$ cat src/rtl/seq_majority_voter.sv
// seq_majority_voter: bitwise strict-majority voter across N redundant channels.
// It has a one-entry registered output with valid/ready handshake.
// Per-channel saturating disagreement counters raise sticky fault flags.
// A faulted channel drops out of later votes until clr_fault or reset.
module seq_majority_voter #(
  parameter int N         = 9,
  parameter int W         = 16,
  parameter int FAULT_LIM = 4
) (
  input  logic           clk,
  input  logic           rst_n,
  input  logic           in_valid,
  output logic           in_ready,
  input  logic [N*W-1:0] in_bus,
  input  logic [N-1:0]   chan_en,
  input  logic           clr_fault,
  output logic           out_valid,
  input  logic           out_ready,
  output logic [W-1:0]   y,
  output logic [N-1:0]   disagree,
  output logic [N-1:0]   fault,
  output logic           no_quorum
);

  localparam int CW = $clog2(N + 1);

  logic [N-1:0]  active;
  logic [CW-1:0] act_cnt;
  logic [CW-1:0] bit_cnt;
  logic [W-1:0]  vote;
  logic [N-1:0]  diff;
  logic          xfer;

  logic          out_valid_q, out_valid_d;
  logic [W-1:0]  y_q, y_d;
  logic [N-1:0]  disagree_q, disagree_d;
  logic          no_quorum_q, no_quorum_d;
  logic [N-1:0]  fault_q, fault_d;
  logic [3:0]    cnt_q [N];
  logic [3:0]    cnt_d [N];

  assign in_ready  = !out_valid_q || out_ready;
  assign xfer      = in_valid && in_ready;
  assign out_valid = out_valid_q;
  assign y         = y_q;
  assign disagree  = disagree_q;
  assign no_quorum = no_quorum_q;
  assign fault     = fault_q;

  // Vote datapath: active set, per-bit strict majority, per-channel disagreement.
  always_comb begin
    active  = chan_en & ~fault_q;
    act_cnt = '0;
    bit_cnt = '0;
    vote    = '0;
    diff    = '0;
    for (int k = 0; k < N; k++) begin
      act_cnt = act_cnt + CW'(active[k]);
    end
    for (int i = 0; i < W; i++) begin
      bit_cnt = '0;
      for (int k = 0; k < N; k++) begin
        bit_cnt = bit_cnt + CW'(active[k] & in_bus[k*W+i]);
      end
      // bit_cnt >= floor(A/2)+1 is the same as bit_cnt > floor(A/2); A=0 yields 0.
      vote[i] = (bit_cnt > (act_cnt >> 1));
    end
    for (int k = 0; k < N; k++) begin
      diff[k] = active[k] && (in_bus[k*W +: W] != vote);
    end
  end

  // Output register next state: load on transfer, drain on out_ready.
  always_comb begin
    out_valid_d = out_valid_q;
    y_d         = y_q;
    disagree_d  = disagree_q;
    no_quorum_d = no_quorum_q;
    if (xfer) begin
      out_valid_d = 1'b1;
      y_d         = vote;
      disagree_d  = diff;
      no_quorum_d = (act_cnt == '0);
    end else if (out_ready) begin
      out_valid_d = 1'b0;
    end
  end

  // Fault tracking next state: a clear wins over counter updates from a transfer.
  always_comb begin
    fault_d = fault_q;
    for (int k = 0; k < N; k++) begin
      cnt_d[k] = cnt_q[k];
    end
    if (clr_fault) begin
      fault_d = '0;
      for (int k = 0; k < N; k++) begin
        cnt_d[k] = '0;
      end
    end else if (xfer) begin
      for (int k = 0; k < N; k++) begin
        if (active[k]) begin
          if (diff[k]) begin
            if (cnt_q[k] != 4'hF) begin
              cnt_d[k] = cnt_q[k] + 4'd1;
            end
            if (cnt_d[k] >= 4'(FAULT_LIM)) begin
              fault_d[k] = 1'b1;
            end
          end else begin
            cnt_d[k] = '0;
          end
        end
      end
    end
  end

  // State registers; the async reset drops a held result without a clock edge.
  always_ff @(posedge clk or negedge rst_n) begin
    if (!rst_n) begin
      out_valid_q <= 1'b0;
      y_q         <= '0;
      disagree_q  <= '0;
      no_quorum_q <= 1'b0;
      fault_q     <= '0;
      for (int k = 0; k < N; k++) begin
        cnt_q[k] <= '0;
      end
    end else begin
      out_valid_q <= out_valid_d;
      y_q         <= y_d;
      disagree_q  <= disagree_d;
      no_quorum_q <= no_quorum_d;
      fault_q     <= fault_d;
      for (int k = 0; k < N; k++) begin
        cnt_q[k] <= cnt_d[k];
      end
    end
  end

endmodule

$ cat config.mk
export PLATFORM = sky130hd
export DESIGN_NAME = seq_majority_voter
export DESIGN_NICKNAME = d
export VERILOG_FILES = /design/src/rtl/seq_majority_voter.sv
export SDC_FILE = /design/constraint.sdc
export NUM_CORES = 1
export LEC_CHECK = 0
export CAP_MARGIN = 25
export CORE_ASPECT_RATIO = 1.5
export CORE_UTILIZATION = 54
export DETAILED_ROUTE_END_ITERATION = 8
export PLACE_DENSITY = 0.83
export SLEW_MARGIN = 20
export SYNTH_ARGS = -nofsm -noshare
export SYNTH_HDL_FRONTEND = slang
export SYNTH_SLANG_ARGS = --single-unit
$ cat constraint.sdc
create_clock -name clk -period 7.8 [get_ports clk]
set_input_delay 0.78 -clock clk [delete_from_list [all_inputs] [get_ports clk]]
set_output_delay 0.78 -clock clk [all_outputs]
set_load 0.02 [all_outputs]
Yosys cells after proc, flatten, opt, wreduce, memory -nomap -nowiden
Index checks and enable logic that the tools add are counted.
- latch bits: 0
- memory bits (writable): 0
- register bits after elaboration: 72
- input port bits: 158
- output and inout bits: 37
- logic and storage cells: 512
- memories kept: 0
- bits in read-only memories: 0
- add/sub/neg operators: 145
- reductions and logical operators: 60
- bitwise operators: 146
- shift operators: 0
- divide/modulo/power cells: 0
- eq/ne operators: 18
- magnitude comparators: 25
- muxes and demuxes: 96
- multipliers: 0
- operator list (cell ; number):
    4-bit by 1-bit adder with 4-bit output ; 85
    4-bit 2-to-1 mux ; 63
    1-bit AND ; 144
    16-bit != test ; 9
    36-bit 2-to-1 mux ; 2
    3-bit by 1-bit adder with 4-bit output ; 17
    4-bit by 3-bit greater-than comparator with 1-bit output ; 16
    2-bit nonzero test ; 29
    2-bit by 1-bit adder with 3-bit output ; 17
    4-bit by 1-bit adder with 4-bit output, second input constant ; 9
    4-bit by 3-bit >= comparator with 1-bit output, second input constant ; 9
    4-bit != test, second input constant ; 9
    4-bit AND reduction ; 9
    1-bit by 1-bit adder with 2-bit output ; 17
    1-bit 2-to-1 mux ; 29
    9-bit 2-to-1 mux ; 2
    2-bit AND reduction ; 9
    1-bit logical AND ; 10
    9-bit AND ; 1
    9-bit NOT ; 1
    4-bit zero test ; 1
    1-bit zero test ; 1
    1-bit logical OR ; 1

Depth between registers and ports, before layout
- depth after elaboration: 24
- mapped depth: 25
- depth with buffers taken out: 21

Worst setup path after synthesis
Ideal clock, no wire load.
- path kind: input to register
- start: in chan_en[3]
- end: reg cnt_q[21] (netlist bit)
- setup time: 0.122 ns
- buffers on the path: 4
- stages on the path: 24
- required time: 7.678 ns
- arrival time: 6.985 ns
- setup slack: 0.694 ns
- cells stage by stage: nor2b_1 -> clkbuf_1 -> clkbuf_1 -> inv_1 -> fa_1 -> inv_1 -> fa_1 -> fa_1 -> fa_1 -> inv_1 -> fa_1 -> inv_1 -> ha_1 -> or2_2 -> maj3_1 -> o221ai_1 -> buf_4 -> xnor2_1 -> nand4_1 -> or4_1 -> or4_1 -> buf_2 -> a41o_1 -> a32o_1
- longest elaborated chain between the ends: 15
- elaborated cells between the ends (all ways): 143
- those cells by class: 102 x add/sub; 16 x order compare; 1 x eq/ne; 4 x mux; 17 x bitwise; 3 x reduce/logical
- ends and longest elaborated chain (item ; line ; source):
    from (decl) ; 15 ; input logic [N-1:0] chan_en,
    9-bit AND (*) ; 52 ; active = chan_en & ~fault_q;
    1-bit AND ; 63 ; bit_cnt = bit_cnt + CW'(active[k] & in_bus[k*W+i]);
    3-bit by 1-bit adder with 4-bit output ; 63 ;
    4-bit by 1-bit adder with 4-bit output (5 in a row) ; 63 ;
    4-bit by 3-bit greater-than comparator with 1-bit output ; 66 ; vote[i] = (bit_cnt > (act_cnt >> 1));
    16-bit != test ; 69 ; diff[k] = active[k] && (in_bus[k*W +: W] != vote);
    1-bit logical AND ; 69 ;
    4-bit 2-to-1 mux ; 103 ; if (diff[k]) begin
    4-bit 2-to-1 mux ; 102 ; if (active[k]) begin
    36-bit 2-to-1 mux ; 100 ; end else if (xfer) begin
    36-bit 2-to-1 mux ; 95 ; if (clr_fault) begin
    to (signal, indexed assignment) ; 136 ; cnt_q[k] <= cnt_d[k];
    to (decl) ; 39 ; logic [3:0] cnt_q [N];
Mark *: on every way between the ends. The rest lies on a longest branch, timed or not. The select of a mux whose other input is x is not followed.
A chain may end at the register's enable or synchronous reset.

Final worst setup path
Same ends and word-level chain as after synthesis.

==> results.txt <==
DR pass1 iterations - 5
Starting Density - 0.549
Vias in the first global route - 10300
Met1 Track Usage GR - 0.389
Grt met3 use - 0.0641
Critical path fanouts, max - 25
CP cell instances - clkdlybuf4s50_1 -> nor2b_1 -> buf_4 -> and2_1 -> fa_1 -> inv_1 -> fa_1 -> inv_1 -> fa_1 -> inv_1 -> fa_1 -> fa_1 -> xnor2_1 -> ha_1 -> nor3b_1 -> o21ai_0 -> nand4_1 -> xnor2_1 -> nand4_1 -> or4_1 -> or4_1 -> and3_1 -> a32o_1
CTS root buffer - clkbuf_16
Die width - 114 µm
CTS H-tree lvls - 3
Fillers - 1529
Primary FF master, synth - dfrtp_1
Vias - 9994
P_leak - 5.79 nW
DRC - 0
RSZ-0062 raised after global routing - no
Kind of critical path - input pin to register
PnR worst setup slack - 0.412 ns
Hold Path Sink - disagree[3]
Register-to-Register Setup Slack - 1.01 ns
CTS tree - done
Largest net degree at the start of global routing - 73
Slowest stage delay, CP - 0.72 ns
Die area - 19300 µm²
Resized cells post-CTS - 0
Setup crit start kind - input pin
CP bufs+invs - 5
Core area - 18500 µm²
Mean post-synth cell area - 8.28 µm²
Syn Std Cell Area - 10100 µm²
Clock sinks - 72
Share of layout cells above drive strength 1 - 0.0491
Hpwl dp - 27300 µm
Post-CTS setup buffers - 0
Total Wirelength - 33800 µm
Overall Global Routing Usage - 0.362
Post-synth EDFFs - 0
Area grow syn2layout - 26.4%
Busiest metal layer after global routing - met2
Row cnt - 61
Outcome - complete, no violations
Placed Instances - 1661
Slew Limit Fails - 0
Post-synthesis async set-or-reset flop share - 1.00
IO Pins - 195
CP most frequent cell - fa_1
CTS buffer count - 9
# nets final - 1738
Post-synth net total - 1543
Final setup fails - 0
GRT met2 Usage - 0.604
Drt initial violations - 794
Period Utilization, post-route - 0.947
Hold buffers post-CTS - 0
Fmax - 135 MHz
GPL Wtd Cong - 1.13
CP arrival - 7.62 ns
CP top delay family - adder cells
Reg2reg path depth - 22
Total gr overflow - 0
Hold Path Class - register to register
Setup TNS - 0 ns
PD cells - 301 nW/µm²
Port buffer count - 194
Antenna Nets Post-Route - 0
Drt via density - 5.96
Final Hold Fails - 0
Hold Path Depth - 2
Dpl ws - 0.119 ns
Post-route insts no fill - 1677
Clk_lat worst skew - 0.34 ns
Synthesized instance count - 1225
Synth Register Bits - 72
Slew headroom - 0.386
Final min period - 7.39 ns
Reg-to-Reg End - cnt_q[21]
Initial antenna violation count - 0
Critical Path RT - 8.03 ns
Clk slew on worst S/H paths - 0.06 ns
Die Span Y - 170 µm
WL/cell - 20.1 µm
Worst Setup End Kind - register
First-pass GRT wire length - 52400 µm
Warnings, synthesis - 0
Number of diodes - 0
Worst Max-Slew Pin Slew - 0.922 ns
Worst ir drop on vdd - 0.159 mV
R2R Path Start - fault[0]
Seq/Total Area, Yosys - 0.178
Max cap viols - 0
CTS Buffer Depth - 2
Netlist cell types - 55
CP startpoint - chan_en[3]
Worst Skew - 0.0100 ns
Hold wc startpoint - disagree[3]
Slowest CP cell - or4_1
## cell type report
class                           count  area, µm²  share of cell area
Inverter                          143        537              0.0419
Tap cell                          252        315              0.0246
Clock buffer                       10        239              0.0186
Timing Repair Buffer              239       2290               0.178
Multi-Input combinational cell    955       7570               0.591
Sequential cell                    72       1800               0.141
Clock inverter                      6       67.6             0.00527
## state kept, by name, summed over array words and instances, names as in the netlist
| register | count |
|---|---|
| cnt_q | 36 |
| out_valid | 1 |
| fault | 9 |
| no_quorum | 1 |
| disagree | 9 |
| y | 16 |
## worst reg2reg max path, cell delays in order, from the launching register on
cell and delay (ns):
dfrtp_1 0.36, nor2b_1 0.07, buf_4 0.21, and2_1 0.22
fa_1 0.54, inv_1 0.06, fa_1 0.54, inv_1 0.06
fa_1 0.52, inv_1 0.05, fa_1 0.45, fa_1 0.39
xnor2_1 0.14, ha_1 0.32, nor3b_1 0.15, o21ai_0 0.15
nand4_1 0.30, xnor2_1 0.38, nand4_1 0.12, or4_1 0.43
or4_1 0.72, and3_1 0.28, a32o_1 0.24
## metal layers
layer	routed length, µm	up-vias	part of all wire
met5	0	-	0
met3	2780	207	0.082
met1	11600	4711	0.34
li1	-	4465	-
met4	3350	0	0.099
met2	16100	611	0.48
## cell usage after synthesis, types with 8 or more instances
cell type,instances,area [µm²]
and3_1,14,87.6
nand3_1,37,185
nor3_1,23,115
clkbuf_1,36,135
o21ai_0,43,215
a21oi_1,43,215
xor2_1,76,666
xnor2_1,85,744
nand2_1,165,619
buf_2,9,45.0
ha_1,75,938
a41oi_1,13,114
fa_1,85,1700
nor4_1,15,93.8
a31oi_1,20,125
and2_1,85,532
nor2_1,38,143
o221ai_1,8,70.1
inv_1,143,537
nand4_1,18,113
dfrtp_1,72,1800
nor2b_1,20,125
## metrics by stage
step / power [mW] / hold slack, ns / utilization / cell area [µm²]
2_1_floorplan: 2.37 / 0.462 / - / 10100
3_3_place_gp: 3.30 / 0.454 / 0.677 / 12500
3_5_place_dp: 3.36 / 0.461 / 0.677 / 12500
4_1_cts: 3.79 / 0.473 / 0.694 / 12800
5_1_grt: 4.10 / 0.504 / 0.694 / 12800
6_report: 3.86 / 0.471 / 0.694 / 12800
## report_power, final
part	switching, mW	internal, mW	leakage [nW]
Clock	0.163	0.257	0.145
Combinational	1.77	1.21	4.69
Sequential	0.0310	0.425	0.960
## cell families after synthesis
kind of cell | Yosys count | share of synthesized area
and+or+nand+nor | 447 | 0.222
buffers and inverters | 198 | 0.0766
adders and majority gates | 161 | 0.261
AOI/OAI and AO/OA | 182 | 0.118
xor gates and xnor gates | 162 | 0.141
DFF | 72 | 0.178
muxes | 3 | 0.00333
## cell usage in the layout, fill, tap and decap left out, types with 15 or more instances in the layout
master / Yosys / layout
clkdlybuf4s50_1: 0 / 193
nand2_1: 165 / 165
inv_1: 143 / 143
and2_1: 85 / 85
xnor2_1: 85 / 85
fa_1: 85 / 85
xor2_1: 76 / 76
ha_1: 75 / 75
dfrtp_1: 72 / 72
buf_4: 6 / 44
a21oi_1: 43 / 43
o21ai_0: 43 / 43
nor2_1: 38 / 38
nand3_1: 37 / 37
nor3_1: 23 / 23
a31oi_1: 20 / 20
nor2b_1: 20 / 18
nand4_1: 18 / 18
nor4_1: 15 / 15
## worst max path at each step
stage,endpoint,slack (ns),cells after the start
after floorplan,cnt_q[21],0.69,24
after global placement,cnt_q[21],0.24,23
after detailed placement,cnt_q[21],0.12,23
after CTS,cnt_q[21],0.46,23
after global routing,cnt_q[5],0.19,23
final,cnt_q[21],0.41,23
No activity file was read; power rests on OpenSTA's default activity.
